$ cat src/rtl/muldiv_pkg.sv
// Shared opcode constants, FSM state encoding and iteration count for the HI/LO multiply/divide unit.
package muldiv_pkg;

  localparam int MULDIV_ITER = 32;
  localparam int CNT_W       = $clog2(MULDIV_ITER);

  localparam logic [2:0] OP_MULT  = 3'b000;
  localparam logic [2:0] OP_MULTU = 3'b001;
  localparam logic [2:0] OP_DIV   = 3'b010;
  localparam logic [2:0] OP_DIVU  = 3'b011;
  localparam logic [2:0] OP_MTHI  = 3'b100;
  localparam logic [2:0] OP_MTLO  = 3'b101;

  typedef enum logic [1:0] {
    ST_IDLE = 2'd0,
    ST_RUN  = 2'd1,
    ST_FIX  = 2'd2
  } state_t;

  // Two's-complement magnitude when neg is set, otherwise the value unchanged.
  function automatic logic [31:0] mag32(input logic [31:0] v, input logic neg);
    return neg ? (~v + 32'd1) : v;
  endfunction

endpackage

$ cat src/rtl/muldiv_step.sv
// One combinational radix-2 step: shift-add multiply and, when MULDIV_DIV_EN is defined,
// restoring-divide trial subtract on the {hi, lo} working pair.
module muldiv_step (
  input  logic [31:0] hi,
  input  logic [31:0] lo,
  input  logic [31:0] m,
  output logic [31:0] mul_hi,
  output logic [31:0] mul_lo
`ifdef MULDIV_DIV_EN
  ,
  output logic [31:0] div_hi,
  output logic [31:0] div_lo
`endif
);

  logic [32:0] sum;

  // Multiply: lo holds the remaining multiplier bits, the partial product shifts right into it.
  always_comb begin
    sum    = {1'b0, hi} + (lo[0] ? {1'b0, m} : 33'd0);
    mul_hi = sum[32:1];
    mul_lo = {sum[0], lo[31:1]};
  end

`ifdef MULDIV_DIV_EN
  logic [32:0] shifted;
  logic        no_borrow;

  // Divide: hi is the partial remainder, lo shifts dividend bits out and quotient bits in.
  always_comb begin
    shifted   = {hi, lo[31]};
    no_borrow = (shifted >= {1'b0, m});
    div_hi    = no_borrow ? (shifted[31:0] - m) : shifted[31:0];
    div_lo    = {lo[30:0], no_borrow};
  end
`endif

endmodule

$ cat src/rtl/ex_muldiv.sv
// EX-stage iterative multiply/divide unit owning the architectural HI/LO registers.
// The divide datapath is present only when MULDIV_DIV_EN is defined.
module ex_muldiv
  import muldiv_pkg::*;
(
  input  logic        CLOCK,
  input  logic        RESET,
  input  logic        EX_start,
  input  logic [2:0]  EX_op,
  input  logic [31:0] EX_opA,
  input  logic [31:0] EX_opB,
  input  logic        EX_flush,
  output logic        EX_busy,
  output logic        EX_done,
  output logic [31:0] EX_hi,
  output logic [31:0] EX_lo,
  output state_t      EX_state
);

  state_t           state, state_d;
  logic [CNT_W-1:0] cnt, cnt_d;
  logic [31:0]      acc_hi, acc_hi_d, acc_lo, acc_lo_d, mcand, mcand_d;
  logic             is_div, is_div_d, neg_q, neg_q_d, neg_r, neg_r_d;
  logic [31:0]      hi_d, lo_d;
  logic             done_d;
  logic             sa, sb;
  logic [31:0]      mul_hi, mul_lo, step_hi, step_lo;

`ifdef MULDIV_DIV_EN
  logic [31:0] div_hi, div_lo;

  muldiv_step u_step (
    .hi     (acc_hi),
    .lo     (acc_lo),
    .m      (mcand),
    .mul_hi (mul_hi),
    .mul_lo (mul_lo),
    .div_hi (div_hi),
    .div_lo (div_lo)
  );

  assign step_hi = is_div ? div_hi : mul_hi;
  assign step_lo = is_div ? div_lo : mul_lo;
`else
  muldiv_step u_step (
    .hi     (acc_hi),
    .lo     (acc_lo),
    .m      (mcand),
    .mul_hi (mul_hi),
    .mul_lo (mul_lo)
  );

  assign step_hi = mul_hi;
  assign step_lo = mul_lo;
`endif

  // Odd opcodes are the unsigned forms, so op[0]=0 selects sign handling.
  assign sa       = ~EX_op[0] & EX_opA[31];
  assign sb       = ~EX_op[0] & EX_opB[31];
  assign EX_busy  = (state != ST_IDLE);
  assign EX_state = state;

  always_comb begin
    state_d  = state;
    cnt_d    = cnt;
    acc_hi_d = acc_hi;
    acc_lo_d = acc_lo;
    mcand_d  = mcand;
    is_div_d = is_div;
    neg_q_d  = neg_q;
    neg_r_d  = neg_r;
    hi_d     = EX_hi;
    lo_d     = EX_lo;
    done_d   = 1'b0;
    case (state)
      ST_IDLE: begin
        if (EX_start && !EX_flush) begin
          case (EX_op)
            OP_MULT, OP_MULTU: begin
              state_d  = ST_RUN;
              cnt_d    = CNT_W'(MULDIV_ITER - 1);
              is_div_d = 1'b0;
              acc_hi_d = '0;
              acc_lo_d = mag32(EX_opB, sb);
              mcand_d  = mag32(EX_opA, sa);
              neg_q_d  = sa ^ sb;
              neg_r_d  = 1'b0;
            end
`ifdef MULDIV_DIV_EN
            OP_DIV, OP_DIVU: begin
              state_d  = ST_RUN;
              cnt_d    = CNT_W'(MULDIV_ITER - 1);
              is_div_d = 1'b1;
              acc_hi_d = '0;
              acc_lo_d = mag32(EX_opA, sa);
              mcand_d  = mag32(EX_opB, sb);
              // A zero divisor leaves an all-ones quotient that must not be negated.
              neg_q_d  = (sa ^ sb) & (EX_opB != 32'd0);
              neg_r_d  = sa;
            end
`endif
            OP_MTHI: hi_d = EX_opA;
            OP_MTLO: lo_d = EX_opA;
            default: ;
          endcase
        end
      end
      ST_RUN: begin
        if (EX_flush) begin
          state_d = ST_IDLE;
          cnt_d   = '0;
        end else begin
          acc_hi_d = step_hi;
          acc_lo_d = step_lo;
          cnt_d    = cnt - 1'b1;
          if (cnt == '0) begin
            state_d = ST_FIX;
            cnt_d   = '0;
          end
        end
      end
      ST_FIX: begin
        state_d = ST_IDLE;
        if (!EX_flush) begin
          done_d = 1'b1;
          if (is_div) begin
            lo_d = neg_q ? -acc_lo : acc_lo;
            hi_d = neg_r ? -acc_hi : acc_hi;
          end else begin
            {hi_d, lo_d} = neg_q ? -{acc_hi, acc_lo} : {acc_hi, acc_lo};
          end
        end
      end
      default: state_d = ST_IDLE;
    endcase
  end

  always_ff @(posedge CLOCK or negedge RESET) begin
    if (!RESET) begin
      state   <= ST_IDLE;
      cnt     <= '0;
      acc_hi  <= '0;
      acc_lo  <= '0;
      mcand   <= '0;
      is_div  <= 1'b0;
      neg_q   <= 1'b0;
      neg_r   <= 1'b0;
      EX_hi   <= '0;
      EX_lo   <= '0;
      EX_done <= 1'b0;
    end else begin
      state   <= state_d;
      cnt     <= cnt_d;
      acc_hi  <= acc_hi_d;
      acc_lo  <= acc_lo_d;
      mcand   <= mcand_d;
      is_div  <= is_div_d;
      neg_q   <= neg_q_d;
      neg_r   <= neg_r_d;
      EX_hi   <= hi_d;
      EX_lo   <= lo_d;
      EX_done <= done_d;
    end
  end

endmodule

$ cat config.mk
export PLATFORM = sky130hd
export DESIGN_NAME = ex_muldiv
export DESIGN_NICKNAME = d
export VERILOG_FILES = /design/src/rtl/muldiv_pkg.sv /design/src/rtl/muldiv_step.sv /design/src/rtl/ex_muldiv.sv
export SDC_FILE = /design/constraint.sdc
export NUM_CORES = 1
export LEC_CHECK = 0
export CORE_UTILIZATION = 35
export DETAILED_ROUTE_END_ITERATION = 8
export PLACE_DENSITY_LB_ADDON = 0.3
export REMOVE_ABC_BUFFERS = 1
export SETUP_SLACK_MARGIN = 0.05
export SLEW_MARGIN = 20
export SYNTH_ARGS = -nofsm -noshare
export SYNTH_HDL_FRONTEND = slang
export SYNTH_HIERARCHICAL = 1
export SYNTH_SLANG_ARGS = --single-unit
$ cat constraint.sdc
create_clock -name CLOCK -period 4.05 [get_ports CLOCK]
set_clock_uncertainty 0.1 [all_clocks]
set_input_delay 0.81 -clock CLOCK [delete_from_list [all_inputs] [get_ports CLOCK]]
set_output_delay 0.81 -clock CLOCK [all_outputs]
set_load 0.02 [all_outputs]
# [Word level (Yosys, flattened, before mapping)]
# Index checks and enable logic that the tools add are counted.
[word_totals] out_inout_bits=68 wordCells=79 register_bits=169
[classes] mux=32 reduce_logical=15 bitwise_logic=6 n_eq_ne=12 add_sub_neg=5
[ops] operator="$mux 32" count=15
[ops] operator="$pmux 32 s2" count=4
[ops] operator="$add 32x1->32 const B" count=2
[ops] operator="$mux 64" count=1
[ops] operator="$neg 64->64" count=1
[ops] operator="$not 32->32" count=2
[ops] operator="$add 32x33->33" count=1
[ops] operator="$mux 5" count=4
[ops] operator="$reduce_and 4->1" count=3
[ops] operator="$pmux 5 s2" count=1
[ops] operator="$reduce_and 3->1" count=3
[ops] operator="$mux 2" count=4
[ops] operator="$eq 3x3->1 const B" count=2
[ops] operator="$ne 2x1->1 const B" count=3
[ops] operator="$ne 2x2->1 const B" count=3
[ops] operator="$reduce_bool 2->1" count=3
[ops] operator="$logic_not 5->1" count=1
[ops] operator="$sub 5x1->5 const B" count=1
[ops] operator="$pmux 2 s2" count=1
[ops] operator="$eq 3x1->1 const B" count=1
[ops] operator="$logic_not 3->1" count=1
[ops] operator="$ne 3x3->1 const B" count=1
[ops] operator="$and 1x1->1" count=2
[ops] operator="$eq 2x1->1 const B" count=1
[ops] operator="other kinds (8)" count=9

# [Longest topological paths before layout]
[depth] word_depth=6 ltp_mapped=12

# [Modules after synthesis]
# The synthesis kept the hierarchy.
[modules_own_cells] mod="ex_muldiv" cells_per_inst=1174 area_per_inst_um2=9858.2 instances=1
[modules_own_cells] mod="muldiv_step" cells_per_inst=351 area_per_inst_um2=2427.3 instances=1

# [Least setup slack after synthesis]
# Ideal clock, no wire load.
[synth_timing] kind="register -> register" start="register acc_lo[0]" end="register acc_hi[23]" arrival_time_ps=2946 path_slack_ps=887 required_ps=3833 stages_incl_launch_ff=13 n_path_buf=1 path_cell_list="dfrtp_1 > clkbuf_1 > and2_1 > ha_1 > fa_1 > a211oi_2 > o211ai_2 > a2111oi_4 > nor3b_2 > or4_1 > o311a_1 > nand3_1 > nand2_1"
[synth_between] elab_chain_cells=4
[synth_rtl] element="start: declaration" line="ex_muldiv.sv:22" source="logic [31:0] acc_hi, acc_hi_d, acc_lo, acc_lo_d, mcand, mcand_d;"
[synth_rtl] element="start signal: assignment" line="ex_muldiv.sv:155" source="acc_lo <= acc_lo_d;"
[synth_rtl] element="$mux 32" line="muldiv_step.sv:20" source="sum = {1'b0, hi} + (lo[0] ? {1'b0, m} : 33'd0);"
[synth_rtl] element="$add 32x33->33" line="muldiv_step.sv:20"
[synth_rtl] element="named net mul_hi[23]" line="ex_muldiv.sv:27" source="logic [31:0] mul_hi, mul_lo, step_hi, step_lo;"
[synth_rtl] element="$mux 32" line="ex_muldiv.sv:109" source="if (EX_flush) begin"
[synth_rtl] element="$pmux 32 s2" line="ex_muldiv.sv:75" source="case (state)"
[synth_rtl] element="end signal: assignment" line="ex_muldiv.sv:154" source="acc_hi <= acc_hi_d;"
[synth_rtl] element="end: declaration" line="ex_muldiv.sv:22"
# The timed path passes the listed nets, and every way through them passes these cells. The select of a mux whose other input is x is not followed.
# A chain may end at the register's enable or synchronous reset.

# [Worst setup path in the final report]
# Same ends and word-level chain as after synthesis.

==> impl_metrics.tcl <==
set metrics [dict create \
    outcome "completed" \
    setup_viol 0 \
    area_growth_syn_to_layout_pct 18.1 \
    place.gp.congestion 0.918 \
    yosysTopAreaCell "dfrtp_1" \
    firstDrtPassIters 6 \
    grt.busiest_layer "met2" \
    yosys_most_used_dff "dfrtp_1" \
    r2r_setup_slack_ns 0.59 \
    clkTransAtPathRegs_ns 0.06 \
    wl_per_cell_um 19.4 \
    grt_pass1_vias 10800 \
    slew_viol_final 0 \
    final_common_cell "nand2_1" \
    cts_root_buffer "clkbuf_16" \
    synth_seq_area_share_pct 34.4 \
    clkLatencyLatePin_ns 0.44 \
    placed_cells 2028 \
    fin_crit_sh_pct 85.4 \
    row_count 68 \
    portBuffers 138 \
    fmax_mhz 289 \
    p_sw_share_pct 38.8 \
    ios 139 \
    clockBufferDepth 2 \
    synth_area_leaders "dfrtp_1, nand2_1, xor2_1, a21oi_1, o21ai_0" \
    synth-simple-area-share_pct 23.8 \
    syn_inst 1525 \
    fin_nets 1700 \
    dp.final_hpwl_um 30300 \
    synth_edf_count 0 \
    grtUsageMet2_pct 37.0 \
    max_cap_viol_count 0 \
    synth_area_per_cell_um2 8.06 \
    vias_per_cell 5.57 \
    grtUsageTotal_pct 22.4 \
    cts_tree "built" \
    ant_nets 0 \
    reg2reg_from "acc_lo[0]$_DFFE_PN0P_" \
    die_area_mm2 0.0359 \
    max-slew-margin-rel_pct 39.6 \
    netlist.area_leader.share_pct 34.4 \
    drt_iter0_markers 886 \
    internal_power_uw 4160 \
    antenna_found_initial 0 \
    seqCellArea_mm2 0.00423 \
    drc 0 \
    worst_pin_slew_ns 0.906 \
    multiInputGateArea_mm2 0.00744 \
    rsz0062_at_grt "no" \
    power_per_cell_area_mw_per_mm2 468 \
    cts_hold_buf 0 \
    ctsResizeCount 0 \
    cts_max_level 4 \
    cp.arrival_ns 3.68 \
    start_kind "flop" \
    combPwrFrac_pct 38.3 \
    drive_gt1_share_pct 6.79 \
    grt-ovfl-total 0 \
    power_switching_uw 2630 \
    synthAdderAreaFrac_pct 3.83 \
    final_cells 2060 \
    crit_path_end_kind "flop" \
    min_period_ns 3.46 \
    syn-cell-area_mm2 0.0123 \
    yosys_register_bits 169 \
    tns_ns 0 \
    cts_setup_buffers 0 \
    crit_type "flop to flop" \
    drt_wl_total_um 40000 \
    p_seq_share_pct 37.9 \
    cp-startpoint "acc_lo[0]$_DFFE_PN0P_" \
    final_cell_mix "nand2_1, dfrtp_1, clkdlybuf4s50_1" \
    synth_xor_area_share_pct 9.70 \
    synth_cell_types 80 \
    start_util_pct 35.6 \
    fillCellCount 3504 \
    critPathMaxFanout 7 \
    required_ns 4.27 \
    async_flop_share_pct 100 \
    synth_top_family_by_area "simple AND/OR/NAND/NOR gates" \
    leakage_uw 0.00620 \
    gr-usage-met3_pct 2.56 \
    stdcell_area_mm2 0.0145 \
    grt_max_degree 94 \
    placed_cell_area_mm2 0.0139 \
    cts_sinks 169 \
    hold_viol 0 \
    core_mm2 0.0345 \
    synthMuxAreaShare_pct 0.611 \
    num_antenna_cells 0 \
    die_y_um 189 \
    p_clk_share_pct 23.7 \
    hp-class "primary input to asynchronous set/reset pin" \
    die_x_um 189 \
    synth_compound_area_share_pct 22.3 \
    peakVddDrop_mv 0.293 \
    grt_pass1_wl_um 62400 \
    num_vias 11500 \
    ys.warnings.count 6 \
    grt_util_met1_pct 31.0 \
    cts_made_buffers 17 \
]
## registers in the layout, indices dropped and copies added (netlist names)
| name | count |
|---|---|
| EX_state | 2 |
| acc_lo | 32 |
| EX_hi | 32 |
| neg_q | 1 |
| EX_lo | 32 |
| cnt | 5 |
| EX_done | 1 |
| acc_hi | 32 |
| mcand | 32 |
## power groups by stage
stage               clock [uW]  sequential [uW]  combinational (uW)
floorplan                    0             2690                1340
global placement             0             2590                2570
detailed placement           0             2600                2590
CTS                       1630             2570                2600
global route              1700             2630                2840
finish                    1610             2580                2600
## area by class of cell
cell class                 instances  share of cell area [%]
multi-input combinational       1216                    51.3
inverter                          24                   0.621
tap                              455                    3.93
sequential                       169                    29.2
clock buffer                      20                    3.08
clock inverter                    12                   0.863
timing repair buffer             164                    11.1
## layer usage
| layer | vias up | wire length, um |
|---|---|---|
| met3 | 33 | 1790 |
| met5 | - | 0 |
| met4 | 0 | 609 |
| li1 | 5544 | - |
| met2 | 325 | 19100 |
| met1 | 5570 | 18500 |
## synth_stat cells, types with 11 or more instances
master / count
nand2_1: 222
dfrtp_1: 169
nor2_1: 136
a21oi_1: 117
o21ai_0: 111
xor2_1: 77
clkbuf_1: 73
xnor2_1: 59
nand3_1: 49
o21ai_1: 38
o31ai_1: 37
and2_1: 36
ha_1: 36
nor3_1: 32
buf_4: 31
or3_1: 24
inv_1: 23
a21o_1: 19
or4_1: 19
nor4_1: 16
o221ai_1: 16
or2_2: 13
nand4_1: 11
o41ai_1: 11
## through the flow
step	setup WS, ns	power, uW	hold WS [ns]	utilization (%)
after floorplan	-0.378	4030	0.341	-
after global placement	0.466	5160	0.355	40.3
after detailed placement	0.434	5180	0.364	40.3
after CTS	0.635	6800	0.379	42.0
after global routing	0.425	7180	0.407	42.0
final	0.593	6790	0.361	42.0
## final timing paths
check | end | cells past startpoint
worst max-delay path | acc_hi[23]$_DFFE_PN0P_ | 11
worst min-delay path | EX_lo[4]$_DFFE_PN0P_ | 1
worst max register to register | acc_hi[23]$_DFFE_PN0P_ | 11
worst min register to register | mcand[19]$_DFFE_PN0P_ | 2
max in group asynchronous | acc_hi[23]$_DFFE_PN0P_ | 2
min in group CLOCK | mcand[19]$_DFFE_PN0P_ | 2
## worst max-delay path, cell delays in order (launching register included)
cell and delay [ns]:
dfrtp_1 0.47, and2_1 0.19, ha_1 0.22, fa_1 0.45, a211oi_2 0.35, o211ai_2 0.16, a2111oi_4 0.55, nor3b_2 0.16
or4_1 0.42, o311a_1 0.14, nand3_1 0.08, nand2_1 0.06
## logic make-up (layout without fill, tap and decap cells)
kind of cell    Yosys count  in the layout
compound gates          430            430
xor+xnor                136            136
fa+ha+maj                37             37
buf+inv                 140            220
flops                   169            169
mux                       7              7
simple gates            606            606
No activity file was read; power rests on OpenSTA's default activity.
